$ cat src/rtl/mopshub_uplink_frame_rx_if.sv
// Byte-stream input and assembled-frame output bundle of the uplink frame receiver.
// slave = receiver side, master = byte source / frame consumer.
interface mopshub_uplink_frame_rx_if;
    logic [7:0]  byte_in;
    logic        k_in;
    logic        byte_valid;
    logic [75:0] frame_out;
    logic        frame_valid;
    logic        frame_ack;
    logic        frame_err;
    logic [1:0]  err_code;
    logic        overflow;
    logic [15:0] frame_cnt;
    logic [7:0]  err_cnt;

    modport slave (
        input  byte_in, k_in, byte_valid, frame_ack,
        output frame_out, frame_valid, frame_err, err_code, overflow, frame_cnt, err_cnt
    );

    modport master (
        output byte_in, k_in, byte_valid, frame_ack,
        input  frame_out, frame_valid, frame_err, err_code, overflow, frame_cnt, err_cnt
    );
endinterface

$ cat src/rtl/mopshub_uplink_frame_rx.sv
// Reassembles SOP / 10 data bytes / EOP elink frames into 76-bit CAN words
// with a one-deep holding register, error classification and frame counters.
module mopshub_uplink_frame_rx #(
    parameter logic [7:0]  SOP_K   = 8'h3C,
    parameter logic [7:0]  EOP_K   = 8'hDC,
    parameter logic [7:0]  IDLE_K  = 8'hBC,
    parameter int unsigned N_BYTES = 10
) (
    input  logic                       clk,
    input  logic                       rst,
    mopshub_uplink_frame_rx_if.slave   bus
);
    localparam int unsigned FRAME_W = 76;
    localparam int unsigned ASM_W   = 8 * N_BYTES;
    localparam int unsigned IDX_W   = $clog2(N_BYTES + 1);

    localparam logic [1:0] ERR_SHORT = 2'd1;
    localparam logic [1:0] ERR_LONG  = 2'd2;
    localparam logic [1:0] ERR_PAD   = 2'd3;

    typedef enum logic [1:0] {IDLE, DATA, WAIT_EOP} state_t;

    state_t             state;
    logic [IDX_W-1:0]   idx;
    logic [ASM_W-1:0]   assembly;

    logic       is_sop_c, is_eop_c, is_idle_c;
    logic       err_c, good_c;
    logic [1:0] code_c;

    assign is_sop_c  = bus.k_in && (bus.byte_in == SOP_K);
    assign is_eop_c  = bus.k_in && (bus.byte_in == EOP_K);
    assign is_idle_c = bus.k_in && (bus.byte_in == IDLE_K);

    // Error / completion classification of the byte consumed this cycle
    always_comb begin
        err_c  = 1'b0;
        good_c = 1'b0;
        code_c = 2'd0;
        if (bus.byte_valid) begin
            unique case (state)
                DATA: begin
                    if (bus.k_in && !is_idle_c) begin
                        err_c  = 1'b1;
                        code_c = ERR_SHORT;
                    end
                end
                WAIT_EOP: begin
                    if (is_eop_c) begin
                        if (assembly[ASM_W-1:FRAME_W] != '0) begin
                            err_c  = 1'b1;
                            code_c = ERR_PAD;
                        end else begin
                            good_c = 1'b1;
                        end
                    end else if (!is_idle_c) begin
                        err_c  = 1'b1;
                        code_c = ERR_LONG;
                    end
                end
                default: ;
            endcase
        end
    end

    always_ff @(posedge clk or negedge rst) begin
        if (!rst) begin
            state           <= IDLE;
            idx             <= '0;
            assembly        <= '0;
            bus.frame_out   <= '0;
            bus.frame_valid <= 1'b0;
            bus.frame_err   <= 1'b0;
            bus.err_code    <= 2'd0;
            bus.overflow    <= 1'b0;
            bus.frame_cnt   <= 16'd0;
            bus.err_cnt     <= 8'd0;
        end else begin
            bus.frame_err <= err_c;
            if (err_c) begin
                bus.err_code <= code_c;
                if (bus.err_cnt != 8'hFF) bus.err_cnt <= bus.err_cnt + 8'd1;
            end

            if (bus.frame_valid && bus.frame_ack) bus.frame_valid <= 1'b0;

            // A same-cycle ack frees the holding register for the new frame
            if (good_c) begin
                if (!bus.frame_valid || bus.frame_ack) begin
                    bus.frame_out   <= assembly[FRAME_W-1:0];
                    bus.frame_valid <= 1'b1;
                    bus.frame_cnt   <= bus.frame_cnt + 16'd1;
                end else begin
                    bus.overflow <= 1'b1;
                end
            end

            if (bus.byte_valid) begin
                unique case (state)
                    IDLE: begin
                        if (is_sop_c) begin
                            state <= DATA;
                            idx   <= '0;
                        end
                    end
                    DATA: begin
                        if (!bus.k_in) begin
                            assembly <= {assembly[ASM_W-9:0], bus.byte_in};
                            idx      <= idx + IDX_W'(1);
                            if (idx == IDX_W'(N_BYTES - 1)) state <= WAIT_EOP;
                        end else if (is_sop_c) begin
                            idx <= '0;
                        end else if (!is_idle_c) begin
                            state <= IDLE;
                        end
                    end
                    WAIT_EOP: begin
                        if (is_sop_c) begin
                            state <= DATA;
                            idx   <= '0;
                        end else if (!is_idle_c) begin
                            state <= IDLE;
                        end
                    end
                    default: state <= IDLE;
                endcase
            end
        end
    end
endmodule

$ cat src/flat_wrapper.sv
// flat-port wrapper written by rule: the top's interface ports become plain ports
module mopshub_uplink_frame_rx_flat 
#(
    parameter logic [7:0]  SOP_K   = 8'h3C,
    parameter logic [7:0]  EOP_K   = 8'hDC,
    parameter logic [7:0]  IDLE_K  = 8'hBC,
    parameter int unsigned N_BYTES = 10
)
  (clk, rst, bus_byte_in, bus_k_in, bus_byte_valid, bus_frame_ack, bus_frame_out, bus_frame_valid, bus_frame_err, bus_err_code, bus_overflow, bus_frame_cnt, bus_err_cnt);
  mopshub_uplink_frame_rx_if bus_i ();
  input  logic clk;
  input  logic rst;
  input wire logic [$bits(bus_i.byte_in)-1:0] bus_byte_in;
  input wire logic [$bits(bus_i.k_in)-1:0] bus_k_in;
  input wire logic [$bits(bus_i.byte_valid)-1:0] bus_byte_valid;
  input wire logic [$bits(bus_i.frame_ack)-1:0] bus_frame_ack;
  output wire logic [$bits(bus_i.frame_out)-1:0] bus_frame_out;
  output wire logic [$bits(bus_i.frame_valid)-1:0] bus_frame_valid;
  output wire logic [$bits(bus_i.frame_err)-1:0] bus_frame_err;
  output wire logic [$bits(bus_i.err_code)-1:0] bus_err_code;
  output wire logic [$bits(bus_i.overflow)-1:0] bus_overflow;
  output wire logic [$bits(bus_i.frame_cnt)-1:0] bus_frame_cnt;
  output wire logic [$bits(bus_i.err_cnt)-1:0] bus_err_cnt;
  assign bus_i.byte_in = bus_byte_in;
  assign bus_i.k_in = bus_k_in;
  assign bus_i.byte_valid = bus_byte_valid;
  assign bus_i.frame_ack = bus_frame_ack;
  assign bus_frame_out = bus_i.frame_out;
  assign bus_frame_valid = bus_i.frame_valid;
  assign bus_frame_err = bus_i.frame_err;
  assign bus_err_code = bus_i.err_code;
  assign bus_overflow = bus_i.overflow;
  assign bus_frame_cnt = bus_i.frame_cnt;
  assign bus_err_cnt = bus_i.err_cnt;
  mopshub_uplink_frame_rx #(.SOP_K(SOP_K), .EOP_K(EOP_K), .IDLE_K(IDLE_K), .N_BYTES(N_BYTES)) u_core (.clk(clk), .rst(rst), .bus(bus_i));
endmodule
$ cat config.mk
export PLATFORM = sky130hd
export DESIGN_NAME = mopshub_uplink_frame_rx_flat
export DESIGN_NICKNAME = d
export VERILOG_FILES = /design/src/rtl/mopshub_uplink_frame_rx_if.sv /design/src/rtl/mopshub_uplink_frame_rx.sv /design/src/flat_wrapper.sv
export SDC_FILE = /design/constraint.sdc
export NUM_CORES = 1
export LEC_CHECK = 0
export BUFFER_PORTS_ARGS = -buffer_cell sky130_fd_sc_hd__buf_2
export CELL_PAD_IN_SITES_DETAIL_PLACEMENT = 1
export CELL_PAD_IN_SITES_GLOBAL_PLACEMENT = 2
export CORE_AREA = 3 3 138 140
export CTS_CLUSTER_DIAMETER = 40
export DETAILED_ROUTE_END_ITERATION = 10
export DIE_AREA = 0 0 141 143
export PLACE_DENSITY = 0.92
export SLEW_MARGIN = 10
export SYNTH_ARGS = -nofsm -noshare
export SYNTH_HDL_FRONTEND = slang
export SYNTH_SLANG_ARGS = --single-unit
$ cat constraint.sdc
create_clock -name clk -period 5.07 [get_ports clk]
set_input_delay 0.507 -clock clk [delete_from_list [all_inputs] [get_ports clk]]
set_output_delay 0.507 -clock clk [all_outputs]
set_load 0.05 [all_outputs]
==> reports/qor.csv, run 1 <==
stage;metric;value;unit
status;status;completed;
synth;synth_top_area_cell;dfrtp_1;
min_path;min_path_type;input port to asynchronous set/reset pin;
clocking;cts_hold_buf;0;
global_routing;track_usage;16.77;%
critical_path;rrSetupSlack;2320;ps
drt;first_pass_iters;4;
clocking;numCtsBuffers;17;
job;maxCapViolCount;0;
finish;area_growth;17.39;%
synth;synth-main-ff-cell;dfrtp_1;
floorplanning;initial_core_util;42.89;%
critical_path;cp-start-kind;register;
critical_path;worstReg2RegStart;u_core.state[0]$_DFFE_PN0P_;
power;power_density;341.9;nW/um2
critical_path;cp_slowest_cell;and3_4;
synth;yosysWarnings;0;
synth;synthTopCellsByArea;dfrtp_1 (62%), mux2_2 (16%), mux2_1 (7.3%), buf_6 (1.3%), ha_1 (1.3%);
synth;syn_inst;518;
clocking;post_cts_buffers;0;
sta;setup_violations;0;
global_routing;antenna_found_initial;0;
synth;yosysSeqAreaShare;62.03;%
critical_path;path_cells;inv_1 > ha_1 > and3_1 > and3_1 > and3_4 > mux2_2;
sta;fin_crit;2752;ps
power;peakVddDrop;0.2740;mV
critical_path;worst_path_largest_cell_delay;910;ps
floorplanning;die-height;143;um
placed_design;gp_congestion;0.7540;
sta;tightest_slew;1145;ps
sta;rsz0062_at_grt;no;
critical_path;critPathCaptureType;register;
floorplanning;io-pin-count;118;
critical_path;rr_endpoint;u_core.bus.frame_out[53]$_DFFE_PN0P_;
global_routing;grt_pass1_vias;4957;
finish;fin_nets;658;
global_routing;grt_pass1_wl;26720;um
synth;ys_ff_latch;191;
critical_path;worst-endpoint-required;5380;ps
critical_path;reg2regPathDepth;6;
power;p_leak;4.923;nW
drt;routed_via_density;5.139;
sta;holdWs;81.41;ps
sta;finalHoldViolations;0;
synth;syn_nets;539;
finish;diodes;0;
clocking;cts.path.max_buffers;2;
critical_path;cp.arrival;3060;ps
drt;antenna_left;0;
sta;drv_slew;0;
synth;syn_avg_cell_area;14.87;um2
sta;finalCritPeriodShare;54.28;%
global_routing;grt_overflow;0;
clocking;htreeDepth;4;
clocking;ctsRootBufferMaster;clkbuf_16;
clocking;cts_resized;0;
critical_path;cp_common_cell;and3_1;
clocking;cts_sinks;191;
drt;wire_per_inst;18.39;um
floorplanning;row_count;49;
critical_path;worstPathMaxFanout;80;
drt;first_iter_violations;171;
clocking;cts_tree;built;
synth;synth.most_common_cell;dfrtp_1;
drt;drt-total-wl;16160;um
critical_path;critical_path_class;register to register;
synth;synth_top_area_share;62.03;%
floorplanning;core-area;17960;um2
synth;synth_edf_count;0;
sta;skew;8.617;ps
drt;vias;4517;
synth;syn-cell-area;7705;um2
clocking;clk_latency;430;ps
global_routing;grt_max_degree;81;
synth;async_flop_share;100.0;%
finish;fillers;1822;
floorplanning;die_area;20160;um2
floorplanning;die_x;141;um
placed_design;io_buffers;117;
sta;clock.fmax;363.4;MHz
sta;timing.slew.headroom;23.69;%
drt;route.detailed.drc;0;
finish;drive_gt1_share;41.85;%
clocking;path_clk_slew;70;ps
sta;setup_tns;0;ps
synth;synth_cell_type_count;46;
synth;ys_top_cells_by_count;dfrtp_1 (191), mux2_2 (108), mux2_1 (50), nand2_1 (14);
placed_design;dpl.hpwl;11160;um
metrics by stage:
stage                     util [%]  cells  setup WS (ps)  area, um2  total power, mW
after floorplan                  -    518           2891       7705            1.755
after global placement       47.15    847           2351       8469            1.828
after detailed placement     47.15    847           2270       8469            1.844
after CTS                    50.35    879           2300       9045            3.139
after global routing         50.35    879           2129       9045            3.228
final                        50.35    879           2318       9045            3.092
worst max-delay path, delay by kind of cell, from the launching register on:
| kind | cells | cell delay (ps) |
|---|---|---|
| AND/OR/NAND/NOR | 3 | 1310 |
| multiplexers | 1 | 430 |
| flip-flops | 1 | 430 |
| buffers and inverters | 1 | 110 |
| adder cells (fa/ha/maj) | 1 | 270 |
flip-flops by register name (all words and copies together) (netlist names):
register                cells
u_core.bus.frame_err        1
u_core.bus.frame_cnt       16
u_core.bus.overflow         1
u_core.bus.frame_out       76
u_core.bus.frame_valid      1
u_core.idx                  4
u_core.assembly            80
u_core.bus.err_cnt          8
u_core.bus.err_code         2
u_core.state                2
per-layer routing:
layer / up-vias / wire length, um / track usage [%]
li1: 2073 / - / -
met5: - / 0 / 0
met3: 13 / 596 / 4.052
met4: 0 / 186 / 4.742
met1: 2352 / 6955 / 20.86
met2: 79 / 8424 / 29.36
layout by cell type, fill, tap and decap left out, types with 2 or more instances in the layout:
cell type and instances:
nand2b_1 3, inv_6 2, nor3_1 11, o22ai_1 2, and4_1 2, mux2_1 50
dfrtp_1 191, o21ai_0 9, xor2_1 11, nor2b_1 4, clkbuf_16 17, mux2_2 108
buf_4 2, clkinvlp_4 3, nand4_1 7, nor4_1 3, nand3_1 7, ha_1 8
and2_1 2, clkinv_4 2, clkinv_8 2, inv_1 13, buf_2 116, and3_1 4
nor2_1 13, a21oi_1 7, and3_4 2, mux2i_1 2, inv_8 5, xnor2_1 8
nand2_1 13
how the worst max path moves through the flow:
stage | startpoint | end | slack, ps | cells after the start
global route | u_core.state[0]$_DFFE_PN0P_ | u_core.bus.frame_out[15]$_DFFE_PN0P_ | 2130 | 6
floorplan | u_core.state[0]$_DFFE_PN0P_ | u_core.bus.err_cnt[4]$_DFFE_PN0P_ | 2890 | 8
detailed placement | bus_byte_in[6] | u_core.bus.frame_out[56]$_DFFE_PN0P_ | 2270 | 5
CTS | u_core.state[0]$_DFFE_PN0P_ | u_core.bus.frame_out[52]$_DFFE_PN0P_ | 2300 | 6
finish | u_core.state[0]$_DFFE_PN0P_ | u_core.bus.frame_out[53]$_DFFE_PN0P_ | 2320 | 6
global placement | bus_byte_in[0] | u_core.bus.frame_out[43]$_DFFE_PN0P_ | 2350 | 5
cell families after synthesis:
kind of cell / count (synthesis) / share of synthesized area, %
buffers and inverters: 33 / 2.550
XOR/XNOR: 19 / 2.160
multiplexers: 161 / 23.55
AO/OA/AOI/OAI: 26 / 2.468
adder cells (fa/ha/maj): 8 / 1.299
flip-flops: 191 / 62.03
AND/OR/NAND/NOR: 80 / 5.943
where the power goes:
part / internal, mW / total [mW] / switching (mW)
combinational: 0.0644 / 0.205 / 0.140
sequential: 1.56 / 1.60 / 0.0410
clock: 0.657 / 1.28 / 0.626
final cells by class:
type	instances	area, um2	share of cell area [%]
timing repair buffer	119	609.3	6.737
sequential	191	4780	52.84
clock inverter	14	146.4	1.618
clock buffer	18	429.2	4.745
multi-input combinational	294	2741	30.31
inverter	14	52.55	0.5810
tap	229	286.5	3.168
Note: power is estimated with default switching activity, not from simulation.
==> inputs of run 2 (changes only) <==
--- a/config.mk
+++ b/config.mk
@@ -5,14 +5,15 @@
 export SDC_FILE = /design/constraint.sdc
 export NUM_CORES = 1
 export LEC_CHECK = 0
+export ABC_AREA = 1
 export BUFFER_PORTS_ARGS = -buffer_cell sky130_fd_sc_hd__buf_2
 export CELL_PAD_IN_SITES_DETAIL_PLACEMENT = 1
 export CELL_PAD_IN_SITES_GLOBAL_PLACEMENT = 2
-export CORE_AREA = 3 3 138 140
+export CORE_AREA = 3 3 155 157
 export CTS_CLUSTER_DIAMETER = 40
 export DETAILED_ROUTE_END_ITERATION = 10
-export DIE_AREA = 0 0 141 143
-export PLACE_DENSITY = 0.92
+export DIE_AREA = 0 0 158 160
+export PLACE_DENSITY = 0.86
 export SLEW_MARGIN = 10
 export SYNTH_ARGS = -nofsm -noshare
 export SYNTH_HDL_FRONTEND = slang
==> constraint.sdc (replaced) <==
create_clock -name clk -period 2.55 [get_ports clk]
set_input_delay 0.255 -clock clk [delete_from_list [all_inputs] [get_ports clk]]
set_output_delay 0.255 -clock clk [all_outputs]
set_load 0.05 [all_outputs]
==> run 2 against run 1 <==
  * Clock power up 110%
  * Flip-flop and latch count unchanged
  * Cell area up 5.2%
  * Die area up 25%
==> reports/qor.csv, run 2 <==
stage;metric;value;unit
global_routing;grt_overflow;0;
placed_design;pre_cts_ws;542.5;ps
synth;synth_top_area_cell;dfrtp_1;
critical_path;critical_path_class;register to register;
finish;fin_nets;968;
clocking;cts.path.max_buffers;2;
synth;synth.most_common_cell;nand2_1;
drt;routed_via_density;4.692;
critical_path;worstPathMaxFanout;26;
critical_path;critPathCaptureType;register;
placed_design;dpl.hpwl;13330;um
finish;area_growth;20.05;%
sta;drv_slew;0;
sta;clock.fmax;486.5;MHz
drt;first_pass_iters;4;
floorplanning;io-pin-count;118;
finish;largest_register;u_core.assembly;
critical_path;path_cells;inv_1 > ha_1 > inv_1 > nor2_1 > nand2_4 > buf_4 > mux2_2;
synth;syn_avg_cell_area;9.570;um2
sta;rsz0062_at_grt;no;
drt;first_iter_violations;216;
drt;antenna_left;0;
floorplanning;die_x;158;um
sta;finalCritPeriodShare;80.60;%
critical_path;worst_path_largest_cell_delay;430;ps
finish;layout_common_cells;nand2_1 (303), dfrtp_1 (191), buf_2 (116), o21ai_0 (64), inv_1 (61);
floorplanning;core-area;22640;um2
power;p_leak;5.214;nW
drt;wire_per_inst;15.65;um
clocking;path_clk_slew;70;ps
synth;synthTopCellsByArea;dfrtp_1 (60%), nand2_1 (14%), mux2_2 (5.8%), o21ai_0 (4.0%), inv_1 (2.9%);
sta;fin_crit;2055;ps
synth;synth_edf_count;0;
finish;diodes;0;
finish;drive_gt1_share;22.63;%
finish;stdcell_area;9513;um2
synth;synth_top_area_share;60.32;%
global_routing;grt_max_degree;78;
power;peakVddDrop;0.4422;mV
clocking;htreeDepth;4;
clocking;ctsRootBufferMaster;clkbuf_16;
synth;ys_ff_latch;191;
synth;yosysWarnings;0;
finish;final_core_util;42.02;%
drt;drt-total-wl;19470;um
drt;vias;5837;
sta;timing.slew.headroom;54.37;%
placed_design;dp_cells;1212;
sta;layout_setup_ws;494.7;ps
finish;stdcell_count;1244;
placed_design;gp_congestion;0.8146;
global_routing;grt_pass1_vias;6171;
status;status;completed;
floorplanning;row_count;55;
global_routing;antenna_found_initial;0;
finish;largest_register_ffs;80;
global_routing;grt_pass1_wl;32560;um
synth;ys_top_cells_by_count;nand2_1 (304), dfrtp_1 (191), o21ai_0 (64), inv_1 (61), nand3_1 (43);
finish;fillers;2616;
sta;setup_tns;0;ps
clocking;numCtsBuffers;17;
sta;setup_violations;0;
drt;route.detailed.drc;0;
global_routing;track_usage;16.04;%
placed_design;place_area;8906;um2
critical_path;worst-endpoint-required;2860;ps
sta;holdWs;105.7;ps
critical_path;cp_common_cell;inv_1;
finish;multi_input_area;2746;um2
finish;final_common_cell;nand2_1;
synth;syn-cell-area;7924;um2
critical_path;cp-start-kind;register;
job;maxCapViolCount;0;
sta;tightest_slew;684.5;ps
critical_path;cp_slowest_cell;dfrtp_1;
clocking;post_cts_buffers;0;
min_path;min_path_type;input port to register;
sta;skew;14.33;ps
synth;synth_cell_type_count;26;
synth;syn_inst;828;
synth;synth-main-ff-cell;dfrtp_1;
floorplanning;die_area;25280;um2
floorplanning;initial_core_util;35.00;%
clocking;cts_sinks;191;
sta;finalHoldViolations;0;
synth;async_flop_share;100.0;%
clocking;clk_latency;430;ps
critical_path;cp.arrival;2360;ps
synth;yosysSeqAreaShare;60.32;%
floorplanning;die-height;160;um
power;power_density;861.6;nW/um2
power;power.total;8.196;mW
finish;seq_area;4780;um2
synth;syn_nets;849;
finish;top_regs;u_core.assembly: 80 flops, u_core.bus.frame_out: 76 flops, u_core.bus.frame_cnt: 16 flops;
clocking;cts_tree;built;
placed_design;io_buffers;117;
[run 2: final cells by class]
| class | count | area share, % |
|---|---|---|
| Clock buffer | 17 | 4.472 |
| Sequential cell | 191 | 50.24 |
| Timing Repair Buffer | 132 | 8.378 |
| Tap cell | 285 | 3.749 |
| Multi-Input combinational cell | 542 | 28.87 |
| Clock inverter | 14 | 1.802 |
| Inverter | 63 | 2.486 |
[run 2: cell families (layout without fill, tap and decap cells)]
group	after synthesis	in the layout	share of synthesized area, %
and+or+nand+nor	400	400	20.70
DFF	191	191	60.32
buffers and inverters	95	226	5.179
AOI/OAI and AO/OA	76	76	4.832
muxes	41	41	5.827
xor gates and xnor gates	17	17	1.879
adders and majority gates	8	8	1.263
[run 2: worst paths after layout]
check / from / to / slack, ps / depth (start not counted)
hold / removal: bus_byte_in[2] / u_core.assembly[2]$_DFFE_PN0P_ / 110 / 3
max in group asynchronous: rst / u_core.bus.frame_out[20]$_DFFE_PN0P_ / 1300 / 3
hold reg to reg: u_core.bus.frame_out[58]$_DFFE_PN0P_ / u_core.bus.frame_out[58]$_DFFE_PN0P_ / 470 / 2
min in group asynchronous: rst / u_core.bus.frame_cnt[3]$_DFFE_PN0P_ / 430 / 2
setup reg to reg: u_core.state[1]$_DFFE_PN0P_ / u_core.assembly[69]$_DFFE_PN0P_ / 490 / 7
setup / recovery: u_core.state[1]$_DFFE_PN0P_ / u_core.assembly[69]$_DFFE_PN0P_ / 490 / 7
[run 2: repair_timing]
item                      in CTS  in global routing
hold endpoints to repair      72                  0
resized for setup              0                  0
hold buffers                   1                  0
[run 2: per-layer routing]
metal	GRT usage, %	vias to the layer above	part of all wire, %	wire length (um)
met2	26.08	77	49	9450
met5	0	-	0	0
met3	3.333	14	2.9	562
li1	-	2857	-	-
met4	3.715	0	0.85	165
met1	22.11	2889	48	9289
[run 2: power by group]
part | internal [mW] | switching [mW] | total (mW)
clock network | 1.48 | 1.26 | 2.74
logic | 0.546 | 0.852 | 1.40
registers | 3.62 | 0.440 | 4.06
[run 2: critical path: cells and delay by family (launching register included)]
kind | cells | cell delay [ps]
fa+ha+maj | 1 | 210
buf+inv | 3 | 460
flops | 1 | 430
mux | 1 | 300
simple gates | 2 | 530
==> inputs of run 3 (changes only) <==
--- a/config.mk
+++ b/config.mk
@@ -9,11 +9,11 @@
 export BUFFER_PORTS_ARGS = -buffer_cell sky130_fd_sc_hd__buf_2
 export CELL_PAD_IN_SITES_DETAIL_PLACEMENT = 1
 export CELL_PAD_IN_SITES_GLOBAL_PLACEMENT = 2
-export CORE_AREA = 3 3 155 157
+export CORE_AREA = 3 3 162 164
 export CTS_CLUSTER_DIAMETER = 40
 export DETAILED_ROUTE_END_ITERATION = 10
-export DIE_AREA = 0 0 158 160
-export PLACE_DENSITY = 0.86
+export DIE_AREA = 0 0 165 167
+export PLACE_DENSITY = 0.83
 export SLEW_MARGIN = 10
 export SYNTH_ARGS = -nofsm -noshare
 export SYNTH_HDL_FRONTEND = slang
==> constraint.sdc (replaced) <==
create_clock -name clk -period 1.66 [get_ports clk]
set_input_delay 0.166 -clock clk [delete_from_list [all_inputs] [get_ports clk]]
set_output_delay 0.166 -clock clk [all_outputs]
set_load 0.05 [all_outputs]
==> run 3 against run 2 <==
  * Clock-buffer cell count grew 2
  * Via count grew 2.0%
  * Sequential power grew 53%
  * Cell count grew 5.8%
  * Utilization shrank 2.4 points
  * Worst setup slack lost 420 ps
  * Global-route usage shrank 1.1 points
  * Clock skew shrank 0.94 ps
  * Clock power grew 48%
  * Wire length grew 0.53%
==> reports/qor.csv, run 3 (synthesized netlist as in run 2, its figures left out) <==
stage;metric;value;unit
status;status;completed;
drt;first_iter_violations;264;
sta;tightest_slew;430.4;ps
placed_design;io_buffers;117;
clocking;cts_tree;built;
min_path;worstHoldStart;bus_byte_in[2];
power;power.total;12.66;mW
power;pwr-share-comb;18.8;%
critical_path;rr_endpoint;u_core.assembly[73]$_DFFE_PN0P_;
global_routing;grt_max_degree;49;
clocking;numCtsBuffers;17;
power;switchingPower;4.047;mW
floorplanning;core-area;25040;um2
clocking;cts_sinks;191;
critical_path;reg2regPathDepth;7;
finish;largest_register;u_core.assembly;
job;maxCapViolCount;0;
critical_path;worstReg2RegStart;u_core.state[1]$_DFFE_PN0P_;
critical_path;cp-start-kind;register;
sta;timing.slew.headroom;71.31;%
min_path;min_path_type;input port to register;
finish;layout_common_cells;nand2_1 (300), dfrtp_1 (185), buf_2 (116), o21ai_0 (60), inv_1 (55);
sta;fin_crit;1589;ps
critical_path;worst-endpoint-required;1960;ps
sta;setup_tns;0;ps
critical_path;critical_path_class;register to register;
power;peakVddDrop;0.6386;mV
global_routing;grt_pass1_vias;6318;
floorplanning;die-height;167;um
finish;final_common_cell;nand2_1;
clocking;cts.path.max_buffers;2;
sta;clock.fmax;629.2;MHz
clocking;htreeDepth;4;
critical_path;cp.arrival;1890;ps
finish;drive_gt1_share;27.69;%
finish;final_core_util;39.63;%
sta;finalHoldViolations;0;
sta;drv_slew;0;
power;pwr-share-clk;32.0;%
power;power_density;1276;nW/um2
power;power.internal;8.612;mW
finish;diodes;0;
sta;rsz0062_at_grt;yes;
finish;fin_nets;994;
global_routing;antenna_found_initial;0;
floorplanning;initial_core_util;31.65;%
global_routing;grt_overflow;0;
clocking;clk_latency;430;ps
finish;largest_register_ffs;80;
critical_path;critPathCaptureType;register;
drt;antenna_left;0;
floorplanning;io-pin-count;118;
power;p_leak;5.339;nW
drt;route.detailed.drc;0;
sta;holdWs;16.90;ps
global_routing;grt_pass1_wl;33070;um
placed_design;gp_congestion;0.8013;
finish;area_growth;25.22;%
finish;stdcell_area;9922;um2
critical_path;worstPathMaxFanout;25;
floorplanning;row_count;58;
sta;skew;13.39;ps
sta;finalCritPeriodShare;95.74;%
drt;drt-total-wl;19570;um
floorplanning;die_x;165;um
critical_path;rrSetupSlack;70;ps
clocking;ctsRootBufferMaster;clkbuf_16;
min_path;min_to;u_core.assembly[2]$_DFFE_PN0P_;
min_path;min_path_cells;3;
drt;vias;5954;
sta;setup_violations;0;
floorplanning;die_area;27560;um2
power;power_switching_share;31.97;%
drt;first_pass_iters;4;
finish;top_regs;u_core.assembly: 80 flops, u_core.bus.frame_out: 76 flops, u_core.bus.frame_cnt: 16 flops;
placed_design;dpl.hpwl;14020;um
global_routing;track_usage;14.92;%
clocking;path_clk_slew;80;ps
drt;routed_via_density;4.524;
power;pwr-share-seq;49.2;%
placed_design;place_area;9206;um2
drt;wire_per_inst;14.87;um
==> run 3: cell types whose count changed in the layout (fill, tap and decap cells not counted), sizes merged <==
cell,delta
buf,+25
bufinv,-2
clkinv,-2
clkinvlp,+1
clkbuf,+2
inv,+2
dlygate4sd3,+1
==> run 3: critical path: stages (launching register included) <==
cell,delay (ps)
dfrtp_1,400
inv_2,90
ha_2,190
inv_2,40
nor2_2,130
nand2_4,120
buf_12,190
mux2_2,290
==> run 3: what timing repair did <==
item / in CTS / in global routing
endpoints found under the setup margin: 32 / 104
gates resized for setup: 3 / 33
setup buffers: 0 / 1
hold buffers: 2 / 0
pin swaps: 0 / 4
endpoints found under the hold margin: 42 / 0
==> run 3: cell type report <==
cell class / instances / area (um2)
Clock inverter: 13 / 138.9
Sequential cell: 191 / 4787
Inverter: 63 / 236.5
Timing Repair Buffer: 158 / 1049
Tap cell: 330 / 412.9
Fill cell: 2962 / 15110
Clock buffer: 19 / 442.9
Multi-Input combinational cell: 542 / 2855
==> run 3: metrics by stage <==
step	worst slack [ps]	instances
2_1_floorplan	30.15	828
3_3_place_gp	1.148	1281
3_5_place_dp	-15.35	1281
4_1_cts	21.38	1315
5_1_grt	-12.67	1316
6_report	70.68	1316
==> run 3: worst max-delay path by stage <==
stage                                                     end  cells past startpoint                   startpoint  slack (ps)
after floorplan               u_core.assembly[43]$_DFFE_PN0P_                      8  u_core.state[1]$_DFFE_PN0P_          30
after global placement      u_core.bus.err_cnt[1]$_DFFE_PN0P_                      9  u_core.state[0]$_DFFE_PN0P_           1
after detailed placement      u_core.assembly[73]$_DFFE_PN0P_                      7  u_core.state[1]$_DFFE_PN0P_         -20
after CTS                           u_core.idx[2]$_DFFE_PN0P_                     11  u_core.state[1]$_DFFE_PN0P_          20
after global routing      u_core.bus.frame_cnt[9]$_DFFE_PN0P_                      8  u_core.state[0]$_DFFE_PN0P_         -10
final                         u_core.assembly[73]$_DFFE_PN0P_                      7  u_core.state[1]$_DFFE_PN0P_          70
==> run 3: per-layer routing <==
| layer | GRT usage, % | vias to the layer above | share of wire (%) |
|---|---|---|---|
| met5 | 0 | - | 0 |
| met4 | 3.647 | 0 | 0.91 |
| met3 | 2.761 | 14 | 2.5 |
| met2 | 24.69 | 81 | 49 |
| met1 | 20.20 | 2951 | 48 |
| li1 | - | 2908 | - |
==> run 3: power by group through the flow <==
stage	sequential (mW)	combinational (mW)	clock [mW]
2_1_floorplan	6.29	1.37	0
3_3_place_gp	6.27	2.21	0
3_5_place_dp	6.31	2.29	0
4_1_cts	6.23	2.33	4.19
5_1_grt	6.36	2.73	4.38
6_report	6.22	2.38	4.05
